==> src/rtl/pipe_pkg.sv <==
// Shared pipeline types: field widths, the ID/EX bundle, its bubble value and the
// per-edge action decoded from freeze/flush/hazard.
package pipe_pkg;

    localparam int DATA_W = 32;
    localparam int REG_W  = 5;
    localparam int CMD_W  = 4;
    localparam int CNT_W  = 16;
    localparam logic [CNT_W-1:0] CNT_MAX = '1;

    typedef struct packed {
        logic [DATA_W-1:0] pc;
        logic [DATA_W-1:0] val1;
        logic [DATA_W-1:0] val2;
        logic [DATA_W-1:0] stVal;
        logic [DATA_W-1:0] imm;
        logic [REG_W-1:0]  src1;
        logic [REG_W-1:0]  src2;
        logic [REG_W-1:0]  dst;
        logic [CMD_W-1:0]  exeCmd;
        logic              memREn;
        logic              memWEn;
        logic              wbEn;
        logic              isImm;
        logic              brType;
        logic              valid;
    } id_exe_t;

    // Register indices of 0 never match in hazard/forwarding, so an all-zero
    // bundle is a harmless NOP that cannot cause a false stall.
    localparam id_exe_t ID_EXE_BUBBLE = '0;

    typedef enum logic [1:0] {
        HOLD,
        FLUSH,
        BUBBLE,
        LOAD
    } pipe_act_e;

    function automatic logic [CNT_W-1:0] satInc(input logic [CNT_W-1:0] cnt);
        return (cnt == CNT_MAX) ? cnt : cnt + 1'b1;
    endfunction

endpackage

==> src/rtl/pipe_act_sel.sv <==
// Priority decode of the pipeline controls into one action per edge.
// Also used by the IF/ID register, which treats BUBBLE as HOLD.
module pipe_act_sel
    import pipe_pkg::*;
(
    input  logic      freeze_i,
    input  logic      flush_i,
    input  logic      hazard_i,
    output pipe_act_e act_o
);

    // Freeze beats flush, flush beats hazard.
    always_comb begin
        act_o = LOAD;
        if (freeze_i) begin
            act_o = HOLD;
        end else if (flush_i) begin
            act_o = FLUSH;
        end else if (hazard_i) begin
            act_o = BUBBLE;
        end
    end

endmodule

==> src/rtl/id_exe_pipe_reg.sv <==
// ID/EX pipeline register with bubble insertion and freeze hold.
// Optional STALL_STATS_EN adds saturating bubble/flush counters.
module id_exe_pipe_reg
    import pipe_pkg::*;
(
    input  logic              clk,
    input  logic              rst,
    input  logic              freeze,
    input  logic              flush,
    input  logic              hazard,
    input  logic [DATA_W-1:0] id_pc,
    input  logic [DATA_W-1:0] id_val1,
    input  logic [DATA_W-1:0] id_val2,
    input  logic [DATA_W-1:0] id_st_val,
    input  logic [DATA_W-1:0] id_imm,
    input  logic [REG_W-1:0]  id_src1,
    input  logic [REG_W-1:0]  id_src2,
    input  logic [REG_W-1:0]  id_dst,
    input  logic [CMD_W-1:0]  id_exe_cmd,
    input  logic              id_mem_r_en,
    input  logic              id_mem_w_en,
    input  logic              id_wb_en,
    input  logic              id_is_imm,
    input  logic              id_br_type,
    output logic [DATA_W-1:0] exe_pc,
    output logic [DATA_W-1:0] exe_val1,
    output logic [DATA_W-1:0] exe_val2,
    output logic [DATA_W-1:0] exe_st_val,
    output logic [DATA_W-1:0] exe_imm,
    output logic [REG_W-1:0]  exe_src1,
    output logic [REG_W-1:0]  exe_src2,
    output logic [REG_W-1:0]  exe_dst,
    output logic [CMD_W-1:0]  exe_exe_cmd,
    output logic              exe_mem_r_en,
    output logic              exe_mem_w_en,
    output logic              exe_wb_en,
    output logic              exe_is_imm,
    output logic              exe_br_type,
`ifdef STALL_STATS_EN
    output logic [CNT_W-1:0]  bubble_cnt,
    output logic [CNT_W-1:0]  flush_cnt,
`endif
    output logic              exe_valid
);

    pipe_act_e act;
    id_exe_t   loadVal;
    id_exe_t   stage_d;
    id_exe_t   stage_q;

    pipe_act_sel uActSel (
        .freeze_i (freeze),
        .flush_i  (flush),
        .hazard_i (hazard),
        .act_o    (act)
    );

    always_comb begin
        loadVal        = ID_EXE_BUBBLE;
        loadVal.pc     = id_pc;
        loadVal.val1   = id_val1;
        loadVal.val2   = id_val2;
        loadVal.stVal  = id_st_val;
        loadVal.imm    = id_imm;
        loadVal.src1   = id_src1;
        loadVal.src2   = id_src2;
        loadVal.dst    = id_dst;
        loadVal.exeCmd = id_exe_cmd;
        loadVal.memREn = id_mem_r_en;
        loadVal.memWEn = id_mem_w_en;
        loadVal.wbEn   = id_wb_en;
        loadVal.isImm  = id_is_imm;
        loadVal.brType = id_br_type;
        loadVal.valid  = 1'b1;
    end

    always_comb begin
        stage_d = stage_q;
        unique case (act)
            HOLD:          stage_d = stage_q;
            FLUSH, BUBBLE: stage_d = ID_EXE_BUBBLE;
            LOAD:          stage_d = loadVal;
            default:       stage_d = stage_q;
        endcase
    end

    always_ff @(posedge clk or negedge rst) begin
        if (!rst) begin
            stage_q <= ID_EXE_BUBBLE;
        end else begin
            stage_q <= stage_d;
        end
    end

`ifdef STALL_STATS_EN
    logic [CNT_W-1:0] bubbleCnt_q;
    logic [CNT_W-1:0] flushCnt_q;

    always_ff @(posedge clk or negedge rst) begin
        if (!rst) begin
            bubbleCnt_q <= '0;
            flushCnt_q  <= '0;
        end else begin
            if (act == BUBBLE) bubbleCnt_q <= satInc(bubbleCnt_q);
            if (act == FLUSH)  flushCnt_q  <= satInc(flushCnt_q);
        end
    end

    assign bubble_cnt = bubbleCnt_q;
    assign flush_cnt  = flushCnt_q;
`endif

    assign exe_pc       = stage_q.pc;
    assign exe_val1     = stage_q.val1;
    assign exe_val2     = stage_q.val2;
    assign exe_st_val   = stage_q.stVal;
    assign exe_imm      = stage_q.imm;
    assign exe_src1     = stage_q.src1;
    assign exe_src2     = stage_q.src2;
    assign exe_dst      = stage_q.dst;
    assign exe_exe_cmd  = stage_q.exeCmd;
    assign exe_mem_r_en = stage_q.memREn;
    assign exe_mem_w_en = stage_q.memWEn;
    assign exe_wb_en    = stage_q.wbEn;
    assign exe_is_imm   = stage_q.isImm;
    assign exe_br_type  = stage_q.brType;
    assign exe_valid    = stage_q.valid;

endmodule

==> config.mk <==
export PLATFORM = sky130hd
export DESIGN_NAME = id_exe_pipe_reg
export DESIGN_NICKNAME = d
export VERILOG_FILES = /design/src/rtl/pipe_pkg.sv /design/src/rtl/pipe_act_sel.sv /design/src/rtl/id_exe_pipe_reg.sv
export SDC_FILE = /design/constraint.sdc
export NUM_CORES = 1
export LEC_CHECK = 0
export BUFFER_PORTS_ARGS = -buffer_cell sky130_fd_sc_hd__buf_2
export CAP_MARGIN = 10
export CORE_AREA = 2 2 146 148
export DETAILED_ROUTE_END_ITERATION = 8
export DIE_AREA = 0 0 148 150
export PLACE_DENSITY_LB_ADDON = 0.08
export SYNTH_ARGS = -nofsm -noshare
export SYNTH_HDL_FRONTEND = slang
export SYNTH_SLANG_ARGS = --single-unit
export TNS_END_PERCENT = 30
==> constraint.sdc <==
create_clock -name clk -period 0.8 [get_ports clk]
set_input_delay 0.04 -clock clk [delete_from_list [all_inputs] [get_ports clk]]
set_output_delay 0.04 -clock clk [all_outputs]
set_load 0.01 [all_outputs]
# == Word-level counts from Yosys, hierarchy flattened ==
# Cells that the tools add are included.
# op_classes
eq_ne,3
muxes,4
reduce_logical,2
# op_table
cell,count
one-hot mux 185 bit (2 select lines),1
"equality test 2 bit, second input constant",2
2-to-1 mux 2 bit,2
"equality test 2 x 1 -> 1 bit, second input constant",1
logical NOT 2 bit,1
OR reduction 2 bit,1
2-to-1 mux 1 bit,1
# word_totals
input_bits,189
regBits,185
elab_cells,24

# == Longest topological paths before layout ==
# depth
depth_word,6
mapped_depth,6

# == Cells and area by module ==
# A second synthesis with hierarchy kept.
# unflattened
hier_cells,416
area_unflattened_um2,6591.3
# modules_own_cells
mod,seq_area_each_um2,cells_per_inst,area_each_um2,instances
id_exe_pipe_reg,4629.4,413,6575.1,1
pipe_act_sel,0.0,3,16.3,1

# == Least setup slack after synthesis ==
# OpenSTA, ideal clock, no wires.
# synth_timing
kind,input to register
startpoint,input freeze
endpoint,register stage_q (netlist bit exe_br_type)
required_time_ps,667
path_slack_ps,-75
setup_time_ps,133
path_stages,6
path_buffers,4
arrival_time_ps,741
path_cell_list,buf_4 -> buf_4 -> buf_4 -> buf_4 -> nand2_1 -> o21ai_0
# synth_between
elab_chain_len,4
word_cells_on_any_way,7
# synth_lines
element,line,rtl
"start, declared",id_exe_pipe_reg.sv:8,"input logic freeze,"
2-to-1 mux 2 bit (*),pipe_act_sel.sv:15,if (freeze_i) begin
equality test 2 x 1 -> 1 bit or equality test 2 bit (tied branches),id_exe_pipe_reg.sv:79,unique case (act)
OR reduction 2 bit,id_exe_pipe_reg.sv:79,
one-hot mux 185 bit (2 select lines),id_exe_pipe_reg.sv:79,
"end signal, assigned",id_exe_pipe_reg.sv:91,stage_q <= stage_d;
"end, declared",id_exe_pipe_reg.sv:49,id_exe_t stage_q;
# Mark *: on every way between the ends. The rest lies on a longest branch, timed or not.
# A chain may end at the register's enable or synchronous reset.

# == Worst setup path in the final report ==
# layout_timing
startpoint,register stage_q (netlist bit exe_wb_en)
endpoint,output exe_wb_en
# layout_rtl
element,line,rtl
"end, declared",id_exe_pipe_reg.sv:36,"output logic exe_wb_en,"
# No word-level cell between the ends.

==> results.tsv <==
stage	metric	value	unit
status	status	finished, violations left	
status	failing checks	negative setup slack	
clocking	Bufs on Longest Clock Path	2	
synthesis	#FFs+latches synth	185	
power_and_ir_drop	PwrDens	1735	mW/mm²
setup_path	WP data arrival	1.00	ns
detailed_routing	Final Routed Wirelength	25330	µm
cells_and_area	commonest non-fill, non-tap cell in the layout	buf_2	
timing	Worst slew margin	75.50	%
place	Final GP Congestion	0.7655	
synthesis	post-synth top area share	57.61	%
setup_path	Worst path depth	1	
timing	Post-Route Skew	0	ns
synthesis	Post-Syn Nets	991	
min_path	Hold Path Stages	3	
detailed_routing	vias	7517	
global_routing	met3 GRT Util	5.579	%
detailed_routing	1st-iter DRT viols	263	
synthesis	Cell Area, Synth	0.008035	mm²
floorplan	Die H	150	µm
setup_path	CP peak stage delay	0.41	ns
floorplan	Rows	53	
clocking	CTS tree	built	
timing	Hold Fails Final Rpt	0	
setup_path	CP Cell Sequence	buf_2	
synthesis	cell accounting for the most synthesized area	dfrtp_1	
timing	final worst-path cycle share	129.4	%
global_routing	pin count of the biggest net entering global routing	66	
cells_and_area	Filler cells	1722	
clocking	CTS root buf	clkbuf_16	
setup_path	CP Buf/Inv Count	1	
global_routing	global-route met1 utilization	28.07	%
timing	f_max	0.9659	GHz
floorplan	die area	0.02220	mm²
floorplan	Initial Utilization	38.84	%
setup_path	Worst path top cell family by delay	flip-flops	
setup_path	path depth of the worst reg2reg path	4	
setup_path	Worst Setup Start Kind	register	
setup_path	WS Path Type	register to output port	
clocking	Worst-Skew Late Latency	0.42	ns
global_routing	vias in the first global route	7543	
detailed_routing	DRC violations left	0	
global_routing	first-pass GRT wire length	39050	µm
clocking	H-tree levels	4	
power_and_ir_drop	Leakage	6.562	nW
synthesis	Ys Warns	0	
synthesis	Seq/Total Area, Yosys	57.61	%
setup_path	Slowest-stage cell, CP	dfrtp_1	
place	dpl ws	-0.2046	ns
global_routing	initial antenna violation count	1	
power_and_ir_drop	Flop pwr share	44.4	%
synthesis	Cells after Synth	802	
power_and_ir_drop	Combinational Power Share	17.6	%
detailed_routing	Vias/cell	4.537	
synthesis	top post-synthesis cells by area	dfrtp_1 (58%), nand2b_1 (14%), nand2_1 (8.6%)	
timing	RSZ-0062 raised after global routing	yes	
global_routing	GRT Overall Usage	22.30	%
setup_path	CP Capture Type	output port	
clocking	clk sinks	185	
global_routing	busiest layer in global routing	met2	
min_path	worst hold path type	primary input to register	
power_and_ir_drop	Clk pwr share	38.1	%
cells_and_area	final net count	1557	
detailed_routing	drt pass-1 iters	4	
job	Max Cap Viol	0	
detailed_routing	Avg WL per Cell	15.29	µm
place	Port-buffer cells	373	
synthesis	post-synthesis cell type count	11	
place	Detail Placement HPWL	16450	µm
clocking	CTS buffer count	17	
timing	Final WS setup	-0.2353	ns
cells_and_area	layout cells sized above 1	35.92	%
setup_path	crit path max fanout	2	
timing	fin crit period	1.035	ns
setup_path	Worst Path Required	0.76	ns
global_routing	grt ovf	0	
clocking	clk slew on worst S/H paths	0.07	ns
timing	Max Slew Vio Count	0	
floorplan	Die X-Extent	148	µm
power_and_ir_drop	IR drop worst, VDD	0.001362	V
detailed_routing	antenna viol nets, final	0	
power_and_ir_drop	P_int	17.05	mW
floorplan	core area	0.02069	mm²
cells_and_area	final core occ	63.98	%
timing	Least-Margin Pin Slew	0.3676	ns
global_routing	met2 usage	36.78	%
synthesis	Syn Area/Cell	10.02	µm²
power_and_ir_drop	Psw	5.916	mW
cells_and_area	area grow syn2layout	64.75	%
power_and_ir_drop	switch share	25.76	%
floorplan	io pins	374	
power_and_ir_drop	Power Total	22.96	mW
timing	final count of negative-setup-slack endpoints	186	
cells_and_area	most frequent cells in the layout	buf_2 (306), dfrtp_1 (185), dlygate4sd3_1 (185)	
flip-flops by register name (all words and copies together) (netlist names), 4 cells and up:
signal,count
exe_imm,32
exe_pc,32
exe_st_val,32
exe_val1,32
exe_val2,32
exe_dst,5
exe_src1,5
exe_src2,5
exe_exe_cmd,4
timing repair:
action                                  CTS  global route
endpoints found under the setup margin  185           191
setup buffers                            10            14
hold endpoints to repair                369             0
resized for setup                        49            29
gates cloned                              0             0
hold buffers                            185             0
through the flow:
| stage | instances | hold WS, ns | TNS, ns | instance area, µm² |
|---|---|---|---|---|
| after floorplan | 802 | -0.2556 | -4.649 | 8098 |
| after global routing | 1657 | 0.01963 | -42.94 | 13240 |
| final | 1657 | 0.01488 | -34.60 | 13240 |
| after detailed placement | 1415 | -0.05606 | -25.58 | 10180 |
| after global placement | 1415 | -0.05333 | -22.43 | 10180 |
| after CTS | 1642 | 0.01052 | -38.77 | 12980 |
final timing paths:
check	startpoint	endpoint	slack, ns
max in group asynchronous	rst	exe_st_val[17]	0.12
min	freeze	exe_imm[1]	0.01
min reg2reg	exe_exe_cmd[1]	exe_exe_cmd[1]	0.48
min in group asynchronous	rst	exe_pc[6]	0.13
max	exe_wb_en	exe_wb_en	-0.24
max reg2reg	exe_pc[18]	exe_pc[18]	-0.03
power groups by stage:
stage	Combinational (mW)	Sequential [mW]	Clock [mW]
after global routing	4.40	10.3	9.38
after floorplan	1.24	10.6	0
after global placement	2.99	10.3	0
after detailed placement	3.00	10.3	0
final	4.03	10.2	8.74
after CTS	3.90	10.2	8.97
logic make-up after synthesis:
| logic type | count (synthesis) | share of synthesized area [%] |
|---|---|---|
| AND/OR/NAND/NOR | 370 | 23.05 |
| flip-flops | 185 | 57.61 |
| AO/OA/AOI/OAI | 185 | 13.30 |
| buffers and inverters | 62 | 6.042 |
final cells by class:
| cell class | instances | area, µm² | share of cell area (%) |
|---|---|---|---|
| repair buffers | 609 | 4727 | 35.71 |
| well taps | 275 | 344.1 | 2.599 |
| diodes | 1 | 2.502 | 0.01890 |
| clock buffers | 20 | 436.7 | 3.299 |
| flip-flops and latches | 185 | 4629 | 34.97 |
| clock inverters | 12 | 163.9 | 1.238 |
| multi-input cells | 555 | 2934 | 22.16 |
routing by layer:
metal,vias to the layer above,routed length [µm]
met4,0,839
li1,3700,-
met3,53,1654
met5,-,0
met2,284,12200
met1,3480,10640
Yosys cell counts:
master    count
dfrtp_1     185
buf_2         4
buf_6        28
o21ai_2      38
clkbuf_1     20
o21ai_0      35
buf_4        10
or2_1         1
nand2b_1    184
nand2_1     185
o21ai_1     112
(Power assumes the default switching activity.)
